## config.mk

```make
export PLATFORM = sky130hd
export DESIGN_NAME = opbomp_argmax_seq
export DESIGN_NICKNAME = d
export VERILOG_FILES = /design/src/rtl/opbomp_argmax_seq.sv
export SDC_FILE = /design/constraint.sdc
export NUM_CORES = 1
export LEC_CHECK = 0
export ABC_AREA = 1
export CELL_PAD_IN_SITES_DETAIL_PLACEMENT = 0
export CELL_PAD_IN_SITES_GLOBAL_PLACEMENT = 2
export CORE_ASPECT_RATIO = 0.75
export CORE_MARGIN = 3
export CORE_UTILIZATION = 42
export DETAILED_ROUTE_END_ITERATION = 6
export DONT_BUFFER_PORTS = 1
export HOLD_SLACK_MARGIN = 0.1
export PLACE_DENSITY = 0.82
export SYNTH_ARGS = -nofsm -noshare
export SYNTH_HDL_FRONTEND = slang
export SYNTH_SLANG_ARGS = --single-unit
```

## constraint.sdc

```tcl
create_clock -name clk -period 18.6 [get_ports clk]
set_input_delay 0.93 -clock clk [delete_from_list [all_inputs] [get_ports clk]]
set_output_delay 0.93 -clock clk [all_outputs]
set_load 0.05 [all_outputs]
```

## src/rtl/opbomp_argmax_seq.sv

```systemverilog
`default_nettype none
//==============================================================================
// Module   : opbomp_argmax_seq
// Purpose  : Sequential argmax of |x[i]| over N signed elements, P lanes/cycle.
//            Optional threshold detector enabled by defining ARGMAX_THRESH_EN.
// Revision : 1.0 - initial release
//==============================================================================
module opbomp_argmax_seq #(
    parameter int N  = 24,
    parameter int W  = 16,
    parameter int P  = 4,
    parameter int IW = 6
) (
    input  logic            clk,
    input  logic            rst_n,
    input  logic            in_valid,
    output logic            in_ready,
    input  logic [N*W-1:0]  x,
    output logic            out_valid,
    input  logic            out_ready,
`ifdef ARGMAX_THRESH_EN
    input  logic [W-1:0]    thresh,
    output logic            hit,
`endif
    output logic [IW-1:0]   posmax,
    output logic [W:0]      maxabs
);

    localparam int c_NGROUPS = (N + P - 1) / P;
    localparam int c_NLANES  = c_NGROUPS * P;
    localparam int c_GW      = $clog2(c_NGROUPS + 1);

    typedef enum logic [1:0] {
        S_IDLE = 2'd0,
        S_SCAN = 2'd1,
        S_DONE = 2'd2
    } state_t;

    state_t            r_state;
    state_t            w_state_nxt;

    logic [W-1:0]      r_lane [c_NLANES];
    logic [W-1:0]      w_load [c_NLANES];
    logic [W-1:0]      w_shift[c_NLANES];
    logic [W:0]        w_ext  [P];
    logic [W:0]        w_mag  [P];

    logic [c_GW-1:0]   r_grp;
    logic [IW-1:0]     r_base;
    logic [W:0]        r_best_mag;
    logic [IW-1:0]     r_best_idx;
    logic [W:0]        w_best_mag;
    logic [IW-1:0]     w_best_idx;
    logic [IW-1:0]     r_posmax;
    logic [W:0]        r_maxabs;

    logic              w_xfer;
    logic              w_ack;
    logic              w_last;

    assign w_ack     = (r_state == S_DONE) && out_ready;
    assign in_ready  = (r_state == S_IDLE) || w_ack;
    assign w_xfer    = in_valid && in_ready;
    assign out_valid = (r_state == S_DONE);
    // Group count G is a commit cycle: compares ran on groups 0..G-1.
    assign w_last    = (r_grp == c_GW'(c_NGROUPS));
    assign posmax    = r_posmax;
    assign maxabs    = r_maxabs;

    always_ff @(posedge clk) begin
        if (!rst_n) r_state <= S_IDLE;
        else        r_state <= w_state_nxt;
    end

    always_comb begin
        w_state_nxt = r_state;
        case (r_state)
            S_IDLE:  if (w_xfer) w_state_nxt = S_SCAN;
            S_SCAN:  if (w_last) w_state_nxt = S_DONE;
            S_DONE:  if (w_ack)  w_state_nxt = w_xfer ? S_SCAN : S_IDLE;
            default: w_state_nxt = S_IDLE;
        endcase
    end

    // Lanes past N are zero-padded; a zero magnitude can never strictly beat the best.
    for (genvar gi = 0; gi < c_NLANES; gi++) begin : g_lane
        if (gi < N) begin : g_in
            assign w_load[gi] = x[gi*W +: W];
        end else begin : g_pad
            assign w_load[gi] = '0;
        end
        if (gi + P < c_NLANES) begin : g_sh
            assign w_shift[gi] = r_lane[gi+P];
        end else begin : g_sh_zero
            assign w_shift[gi] = '0;
        end
    end

    for (genvar gp = 0; gp < P; gp++) begin : g_abs
        assign w_ext[gp] = {r_lane[gp][W-1], r_lane[gp]};
        assign w_mag[gp] = r_lane[gp][W-1] ? -w_ext[gp] : w_ext[gp];
    end

    always_comb begin
        w_best_mag = r_best_mag;
        w_best_idx = r_best_idx;
        for (int p = 0; p < P; p++) begin
            if (w_mag[p] > w_best_mag) begin
                w_best_mag = w_mag[p];
                w_best_idx = r_base + IW'(p);
            end
        end
    end

    always_ff @(posedge clk) begin
        for (int i = 0; i < c_NLANES; i++) begin
            if (!rst_n)                                r_lane[i] <= '0;
            else if (w_xfer)                           r_lane[i] <= w_load[i];
            else if (r_state == S_SCAN && !w_last)     r_lane[i] <= w_shift[i];
        end
    end

`ifdef ARGMAX_THRESH_EN
    logic [W-1:0] r_thresh;
    logic         r_hit;
    assign hit = r_hit;
`endif

    always_ff @(posedge clk) begin
        if (!rst_n) begin
            r_grp      <= '0;
            r_base     <= '0;
            r_best_mag <= '0;
            r_best_idx <= '0;
            r_posmax   <= '0;
            r_maxabs   <= '0;
`ifdef ARGMAX_THRESH_EN
            r_thresh   <= '0;
            r_hit      <= 1'b0;
`endif
        end else if (w_xfer) begin
            r_grp      <= '0;
            r_base     <= '0;
            r_best_mag <= '0;
            r_best_idx <= '0;
`ifdef ARGMAX_THRESH_EN
            r_thresh   <= thresh;
`endif
        end else if (r_state == S_SCAN) begin
            if (w_last) begin
                r_posmax <= r_best_idx;
                r_maxabs <= r_best_mag;
`ifdef ARGMAX_THRESH_EN
                r_hit    <= (r_best_mag > {1'b0, r_thresh});
`endif
            end else begin
                r_best_mag <= w_best_mag;
                r_best_idx <= w_best_idx;
                r_base     <= r_base + IW'(P);
                r_grp      <= r_grp + 1'b1;
            end
        end
    end

endmodule
`default_nettype wire
```

---- Word level (Yosys, flattened, before mapping) ----
Memory sizes are Yosys's and may differ from the RTL's.
Cells that the tools add are included.
cells by class
  add/sub/neg operators ................... 9
  order comparisons ....................... 4
  eq/ne operators ......................... 6
  mux-type cells .......................... 73
  bitwise gates (word level) .............. 51
  reductions and logical operators ........ 12
operator list
  cell                   number
  $mux W16               48
  $mux W17               8
  $gt A17 B17 Y1         4
  $neg A17 Y17           4
  $or A1 B1 Y1           48
  $mux W6                4
  $add A6 B2 Y6 const B  2
  $mux W1                9
  $reduce_and A3 Y1      3
  $add A6 B1 Y6 const B  1
  $add A6 B3 Y6 const B  1
  $mux W2                3
  $pmux W2 S3            1
  $ne A2 B2 Y1 const B   2
  $reduce_bool A4 Y1     1
  $add A3 B1 Y3 const B  1
  $eq A3 B3 Y1 const B   1
  $logic_and A1 B1 Y1    3
  $not A1 Y1             3
  $eq A2 B1 Y1 const B   1
  $eq A2 B2 Y1 const B   1
  $logic_not A2 Y1       1
  $ne A2 B1 Y1 const B   1
  $reduce_and A2 Y1      1
  other kinds (3)        3
word-level totals
  register bits ........................... 57
  RAM bits ................................ 384
  input bits .............................. 388
  output and inout bits ................... 25
  word-level logic and storage cells ...... 163
  memories kept ........................... 1
memory list
  name    depth  width  read ports  clocked after Yosys merged registers in  wr ports  RTL line  source
  r_lane  24     16     24          0                                        24        42        logic [W-1:0] r_lane [c_NLANES];

---- Logic depth before layout (Yosys ltp) ----
Gate-level depths: netlist of the first run.
An unclocked memory read counts as a cell.
  depth in word-level cells ............... 12
  mapped depth ............................ 61
  depth with buffers taken out ............ 58

---- Least setup slack after synthesis of the first run ----
No wires, ideal clock.
  kind .................................... input-to-reg
  from .................................... input out_ready
  to ...................................... memory r_lane[0][0], enable pin
  setup time .............................. 0.715 ns
  arrival ................................. 9.311 ns
  data required time ...................... 17.885 ns
  slack ................................... 8.574 ns
  cell stages on the path ................. 7
  path buffers ............................ 1
  cells stage by stage .................... nor2_1 > nor2_1 > nand2_1 > nand2_1 > nor2_1 > clkbuf_1 > inv_1
RTL lines
  element             RTL line  source
  start: declaration  20        input logic out_ready,
  end: declaration    42

==> metrics, run 1 <==
status finished clean; syn avg cell area about 9 um2; vias in the first global route approximately 16k; max_slew headroom 20.24%; Leakage around 11 nW; largest net degree at the start of global routing ~150; cell row count 73; synth warn 0; first-pass GRT wire length about 94000 um; global route total overflow 0; max-slew violations 0; Cell variety after synth 45; Final #Nets around 3k; CP startpoint kind flop; post_cts resized 0; sum of negative setup slack 0 ns; Clock Sinks approximately 440; Initial DRT Pass Iterations 5; share of flip-flops with an asynchronous set or reset 0%; slowest CP cell nand2_4; CP max stage delay roughly 0.39 ns; ANT nets after route 0; clock slew at reported path FFs ~0.060 ns; total number of vias ~16k; Post-synth EDFFs 384; Worst Max-Slew Pin Slew around 1.2 ns; endpoints failing setup 0; most frequent cells in the layout nand2_1, inv_1, edfxtp_1; DRC 0; most frequent CP cell nand2_1; initial DRC count 1237; RSZ-0062 raised after global routing false; latest clock arrival within the worst-skew pair 0.58 ns; num ports 413; gpl congestion around 0.9; clk_skew 0.03002 ns; fin area between 0.02 and 0.025 mm2; hold bufs inserted after CTS 0; commonest non-fill, non-tap cell in the layout nand2_1; Synth Flop Type edfxtp_1; Seq/Total Area, Yosys 55.29%; Final min period slightly below 9 ns; H-tree depth 2; vias per cell about 4.8; Die ar. 0.05726 mm2; Pwr Total between 2 and 3 mW; cells after synthesis 2574; Worst Setup End Kind flop; Critical Path AT ~9.3 ns; placed cells 3200; hold_ws between 0.4 and 0.5 ns; WP buf/inv 6; Tot GR Track Use 21.49%; DR WL/cell approximately 19 um; HP Class flop to flop; count of state elements after synthesis 439; initial antenna violation count 7; fill count between 5k and 6k; synthesized cell area ~0.023 mm2; period utilization a little under half; die height 208.0 um; worst vdd ir 76.20 uV; Initial Util a little over two fifths; postcts setup bufs 0; crit-path leading delay family simple AND/OR/NAND/NOR gates; port bufs 0; PwrDens 109.7 mW/mm2; CTS tree done; fraction of layout cells with a size suffix above 1 around 5.8%; WS Path Type flop to flop; final wirelength around 62000 um; fin util 46.54%; Die X-Extent around 280 um; total of max-cap violations 0; DP Worst Slack between 9 and 10 ns; CTS Root Cell clkbuf_16; fmax between 100 and 150 MHz; final worst slack slightly below 10 ns; Finished Layout Cells approximately 3.3k; Final Hold Fails 0; area post-placement ~0.023 mm2; Worst EP required 19.09 ns; worst-path maximum fanout 19; total CTS buffers between 40 and 50; area delta synth->final 8.675%; CTS Buffer Depth 3; Final HPWL DP about 47000 um; core footprint ~0.053 mm2
[Yosys cell counts (all sizes together), types with 3 or more instances]
| cell | n | area share, % |
|---|---|---|
| nand2 | 606 | 10 |
| inv | 529 | 8.7 |
| o21ai | 398 | 8.7 |
| edfxtp | 384 | 50 |
| nor2 | 164 | 2.8 |
| nand3 | 100 | 2.8 |
| ha | 75 | 4.1 |
| clkbuf | 56 | 0.92 |
| dfxtp | 55 | 4.8 |
| a21oi | 49 | 1.1 |
| buf | 47 | 1.4 |
| xor2 | 35 | 1.3 |
| and2 | 19 | 0.52 |
| nand4 | 14 | 0.44 |
| nor3 | 9 | 0.22 |
| nand3b | 6 | 0.20 |
| or2 | 5 | 0.14 |
| xnor2 | 5 | 0.19 |
| nor4 | 3 | 0.15 |
[power by group]
part	internal (mW)	switching [mW]	total, mW
sequential	1.21	0.0501	1.26
combinational	0.175	0.391	0.566
clock	0.515	0.387	0.902
total	1.90	0.828	2.72
[worst paths after layout]
check,startpoint,to,slack (ns),cells after the start
setup / recovery,r_lane[0][0],r_best_idx[0],9.75,52
hold / removal,r_best_mag[14],r_best_mag[14],0.46,2
setup reg to reg,r_lane[0][0],r_best_idx[0],9.75,52
hold reg to reg,r_best_mag[14],r_best_mag[14],0.46,2
[routing by layer]
metal	vias to the layer above	GRT usage, %	routed length [um]	part of all wire [%]
met1	7333	30.19	28880	47
met4	2	5.278	1190	1.9
met2	351	33.04	27840	45
met3	75	5.869	3979	6.4
met5	-	0	20	0.032
li1	8173	-	-	-
[kinds of logic (layout without fill, tap and decap cells)]
kind of cell / after synthesis / after routing / share of synthesized area (%)
other: 1 / 9 / 0.01641
AND/OR/NAND/NOR: 929 / 929 / 17.85
AO/OA/AOI/OAI: 457 / 457 / 10.16
adder cells (fa/ha/maj): 75 / 75 / 4.108
XOR/XNOR: 40 / 40 / 1.533
flip-flops: 439 / 439 / 55.29
buffers and inverters: 633 / 627 / 11.04
[registers in the layout, summed over array words and instances (netlist names)]
signal and flops:
r_grp 3, r_base 4, r_lane 384, r_state 2, r_best_mag 17, posmax 6
maxabs 17, r_best_idx 6
[worst register-to-register path: cells and delay by family (launching register included)]
kind	cells	cell delay [ns]
fa+ha+maj	5	1.30
simple gates	37	5.52
buf+inv	6	0.84
flops	1	0.38
compound gates	4	0.77
[layout make-up]
class | instances | area [um2] | area share [%]
multi-input combinational | 1505 | 7724 | 31.11
inverter | 530 | 1997 | 8.043
clock buffer | 60 | 1245 | 5.014
timing repair buffer | 14 | 105.1 | 0.4233
sequential | 439 | 12630 | 50.88
tap | 712 | 890.9 | 3.588
clock inverter | 23 | 221.5 | 0.8920
antenna | 5 | 12.51 | 0.05040
Note: power is estimated with default switching activity, not from simulation.
==> inputs of run 2 (changes only) <==
--- a/config.mk
+++ b/config.mk
@@ -10,11 +10,11 @@
 export CELL_PAD_IN_SITES_GLOBAL_PLACEMENT = 2
 export CORE_ASPECT_RATIO = 0.75
 export CORE_MARGIN = 3
-export CORE_UTILIZATION = 42
+export CORE_UTILIZATION = 35
 export DETAILED_ROUTE_END_ITERATION = 6
 export DONT_BUFFER_PORTS = 1
 export HOLD_SLACK_MARGIN = 0.1
-export PLACE_DENSITY = 0.82
+export PLACE_DENSITY = 0.72
 export SYNTH_ARGS = -nofsm -noshare
 export SYNTH_HDL_FRONTEND = slang
 export SYNTH_SLANG_ARGS = --single-unit
==> constraint.sdc (replaced) <==
create_clock -name clk -period 7.7 [get_ports clk]
set_input_delay 0.385 -clock clk [delete_from_list [all_inputs] [get_ports clk]]
set_output_delay 0.385 -clock clk [all_outputs]
set_load 0.05 [all_outputs]
==> metrics, run 2 (synthesis results as in run 1) <==
status finished clean; num ports 413; Final HPWL DP just under 50000 um; DRC 0; initial antenna violation count 13; DP Worst Slack about 0.17 ns; Leakage ~13 nW; CTS tree done; Worst EP required ~8 ns; DR WL/cell ~18 um; worst vdd ir about 170 uV; Register Area roughly 0.013 mm2; slowest CP cell edfxtp_1; ANT nets after route 0; Die ar. between 0.06 and 0.07 mm2; final worst slack approximately 0.4 ns; area post-placement approximately 0.024 mm2; commonest non-fill, non-tap cell in the layout nand2_1; fin util between 40 and 50%; max_slew headroom between 20% and 30%; HP Class input port to flop; fin area ~0.03 mm2; total of max-cap violations 0; fraction of layout cells with a size suffix above 1 between 7 and 8%; Pwr Total between 7 and 8 mW; most frequent cells in the layout nand2_1, inv_1, edfxtp_1; endpoints failing setup 0; Final min period 7.292 ns; WS Path Type flop to flop; period utilization a little over nine tenths; most frequent CP cell nand2_1; Tot GR Track Use about a fifth; sum of negative setup slack 0 ns; Largest Register r_lane; latest clock arrival within the worst-skew pair approximately 0.6 ns; vias in the first global route about 18k; first-pass GRT wire length between 100000 and 150000 um; worst-path maximum fanout 8; Multi-input gate area 0.007946 mm2; gpl congestion ~0.88; CP max stage delay ~0.40 ns; H-tree depth 2; PwrDens approximately 240 mW/mm2; initial DRC count approximately 1.2k; Initial Util 35.66%; Critical Path AT about 7.8 ns; largest net degree at the start of global routing 235; Worst Setup End Kind flop; max FFs per register ~380; vias per cell 4.634; Final Hold Fails 0; final wirelength between 60000 and 70000 um; port bufs 0; core footprint between 0.06 and 0.07 mm2; clock slew at reported path FFs approximately 0.060 ns; global route total overflow 0; Final #Nets about 3.4k; total number of vias 17.71k; CTS Buffer Depth 3; fill count approximately 6.2k; CTS Root Cell clkbuf_16; die height between 200 and 250 um; fmax about 140 MHz; Initial DRT Pass Iterations 7; total CTS buffers 47; area delta synth->final 27.99%; Clock Sinks between 400 and 500; Worst Max-Slew Pin Slew approximately 1.2 ns; Die X-Extent about 300 um; cell row count 80; CP startpoint kind flop; max-slew violations 0; clk_skew between 0.03 and 0.04 ns
==> run 2: cell count changes in the layout (fill, tap and decap cells not counted), moves of 6 or more <==
cell / before / now
dlygate4sd3_1: 0 / 341
buf_4: 14 / 33
nor2_1: 156 / 143
nor2_2: 4 / 15
buf_12: 0 / 10
nand3_1: 72 / 64
clkbuf_16: 47 / 54
nand2_1: 588 / 581
nand3_2: 25 / 32
diode_2: 5 / 11
==> run 2: final cells by class <==
type                    instances  share of cell area, %
diodes                         11                0.09414
well taps                     861                  3.684
inverters                     530                  6.851
multi-input cells            1505                  27.18
clock buffers                  57                  4.296
flip-flops and latches        439                  43.20
clock inverters                27                 0.9842
repair buffers                391                  13.71
==> run 2: critical path, delay by kind of cell (launching register included) <==
kind / cells / cell delay [ns]
AO/OA/AOI/OAI: 8 / 1.14
adder cells (fa/ha/maj): 5 / 1.26
buffers and inverters: 8 / 0.85
flip-flops: 1 / 0.40
AND/OR/NAND/NOR: 32 / 3.50
==> run 2: layer usage <==
metal	GRT usage, %	vias up	share of wire [%]
li1	-	8947	-
met1	27.31	8220	47
met2	30.48	433	45
met3	3.642	101	4.9
met4	5.321	4	2.2
met5	0	-	0.040
==> run 2: final timing paths <==
check | from | to | slack, ns | cells after the start
worst max-delay path | r_lane[0][0] | r_best_idx[0] | 0.41 | 53
worst max register to register | r_lane[0][0] | r_best_idx[0] | 0.41 | 53
worst min-delay path | x[8] | r_lane[0][8] | 0.13 | 2
worst min register to register | r_best_mag[14] | r_best_mag[14] | 0.47 | 2
==> run 2: report_power, final <==
| group | switching [mW] | internal [mW] |
|---|---|---|
| Clock | 0.977 | 1.33 |
| Sequential | 0.127 | 2.91 |
| Combinational | 1.08 | 0.672 |
==> run 2: what timing repair did <==
item,in CTS,in global routing
resized for setup,0,69
endpoints found under the setup margin,0,23
buffers inserted,0,20
endpoints found under the hold margin,367,0
hold buffers,341,0
==> run 2: per-stage QoR <==
stage               std cells  hold slack, ns
floorplan                2577          0.4258
global placement         3360          0.4494
detailed placement       3360          0.4466
CTS                      3785          0.1020
global route             3821          0.1134
finish                   3821          0.1329
==> inputs of run 3 (changes only) <==
--- a/config.mk
+++ b/config.mk
@@ -10,11 +10,12 @@
 export CELL_PAD_IN_SITES_GLOBAL_PLACEMENT = 2
 export CORE_ASPECT_RATIO = 0.75
 export CORE_MARGIN = 3
-export CORE_UTILIZATION = 35
+export CORE_UTILIZATION = 42
+export CTS_CLUSTER_DIAMETER = 100
 export DETAILED_ROUTE_END_ITERATION = 6
 export DONT_BUFFER_PORTS = 1
 export HOLD_SLACK_MARGIN = 0.1
-export PLACE_DENSITY = 0.72
+export PLACE_DENSITY = 0.92
 export SYNTH_ARGS = -nofsm -noshare
 export SYNTH_HDL_FRONTEND = slang
 export SYNTH_SLANG_ARGS = --single-unit
==> constraint.sdc (replaced) <==
create_clock -name clk -period 9.2 [get_ports clk]
set_input_delay 0.46 -clock clk [delete_from_list [all_inputs] [get_ports clk]]
set_output_delay 0.46 -clock clk [all_outputs]
set_load 0.05 [all_outputs]
==> metrics, run 3 (synthesis results as in run 1) <==
num ports ~410; CTS tree done; port bufs 0; die height ~210 um; total number of vias roughly 17k; fin area roughly 0.026 mm2; core footprint about 0.053 mm2; final worst slack 0.9410 ns; slowest CP cell edfxtp_1; DRC 0; worst-path maximum fanout 19; latest clock arrival within the worst-skew pair 0.59 ns; final wirelength slightly above 60000 um; Worst Setup End Kind flop; CTS Root Cell clkbuf_16; WS Path Type flop to flop; Register Area around 0.013 mm2; Largest Register r_lane; sum of negative setup slack 0 ns; Tot GR Track Use ~22%; commonest non-fill, non-tap cell in the layout nand2_1; Worst Max-Slew Pin Slew about 1.1 ns; worst hold endpoint r_lane[0][120]; total of max-cap violations 0; fmax 121.1 MHz; PwrDens 210.3 mW/mm2; Die ar. between 0.05 and 0.06 mm2; area post-placement between 0.02 and 0.025 mm2; most frequent CP cell nand2_1; clk_skew roughly 0.031 ns; ANT nets after route 0; Initial Util between 40% and 50%; fin util between 40 and 50%; CP max stage delay between 0.3 and 0.4 ns; Critical Path AT slightly below 9 ns; initial antenna violation count 3; first-pass GRT wire length 95610 um; Reg-to-Reg Start r_lane[0][0]; CTS Buffer Depth 3; vias per cell between 4 and 5; most frequent cells in the layout nand2_1, inv_1, edfxtp_1; max_slew headroom approximately a quarter; worst vdd ir 159.9 uV; CP startpoint kind flop; Worst EP required between 9 and 10 ns; global route total overflow 0; R2R depth 55; Clock Sinks around 440; endpoints failing setup 0; placed cells ~3.2k; status finished clean; area delta synth->final 15.69%; Final Hold Fails 0; WP buf/inv 9; Multi-input gate area between 0.007 and 0.008 mm2; vias in the first global route 16.65k; Pwr Total around 5.6 mW; cell row count 73; HP Class input port to flop; hold_ws 0.1296 ns; DP Worst Slack just under 0.8 ns; total CTS buffers 46; postcts setup bufs 0; crit-path leading delay family simple AND/OR/NAND/NOR gates; reg2reg end r_best_idx[5]; antenna cells 0; fill count between 5k and 6k; Final HPWL DP around 46000 um; Die X-Extent around 280 um; H-tree depth 2; hold depth 2; RSZ-0062 raised after global routing false; fraction of layout cells with a size suffix above 1 roughly 5.5%; largest net degree at the start of global routing roughly 180; Final min period 8.259 ns; worst min-delay path startpoint x[120]; max FFs per register roughly 380; clock slew at reported path FFs 0.06 ns; R2R setup slack approximately 0.94 ns; Leakage 11.98 nW; max-slew violations 0; gpl congestion ~0.87; initial DRC count about 1.5k; period utilization roughly 90%; DR WL/cell around 18 um; Finished Layout Cells between 3k and 4k; Final #Nets ~3.2k; Initial DRT Pass Iterations 5
-- run 3: cell count changes in the layout (fill, tap and decap cells not counted), sizes merged, moves of 2 or more --
cell and delta:
buf -31, bufinv -2, diode -11, dlygate4sd3 -183, clkinvlp +3, clkbuf -8
-- run 3: worst max-delay path by stage --
stage                       startpoint  slack, ns       endpoint  depth (start not counted)
after global placement    r_lane[0][0]       0.96  r_best_idx[0]                         53
final                     r_lane[0][0]       0.94  r_best_idx[5]                         55
after floorplan              out_ready       1.63   r_lane[0][0]                          7
after detailed placement  r_lane[0][0]       0.78  r_best_idx[0]                         53
after global routing      r_lane[0][0]       0.02  r_best_idx[2]                         55
after CTS                 r_lane[0][0]       0.76  r_best_idx[0]                         53
-- run 3: cell type report --
class / count / area share, %
Clock inverter: 26 / 0.9468
Multi-Input combinational cell: 1505 / 29.28
Timing Repair Buffer: 172 / 6.476
Inverter: 530 / 7.546
Tap cell: 712 / 3.371
Sequential cell: 439 / 47.80
Clock buffer: 54 / 4.587
-- run 3: what timing repair did --
action | CTS | global route
resized for setup | 0 | 3
hold buffers | 158 | 0
setup endpoints to repair | 0 | 20
hold endpoints to repair | 181 | 0
-- run 3: power breakdown --
| part | switching [mW] | internal, mW |
|---|---|---|
| clock network | 0.792 | 1.03 |
| logic | 0.793 | 0.403 |
| registers | 0.102 | 2.44 |
-- run 3: routing by layer --
metal	track usage, %	vias to the layer above	routed length, um
li1	-	8463	-
met1	30.98	7742	28370
met2	33.56	492	28330
met3	4.439	81	4201
met4	5.132	4	1260
met5	0	-	33
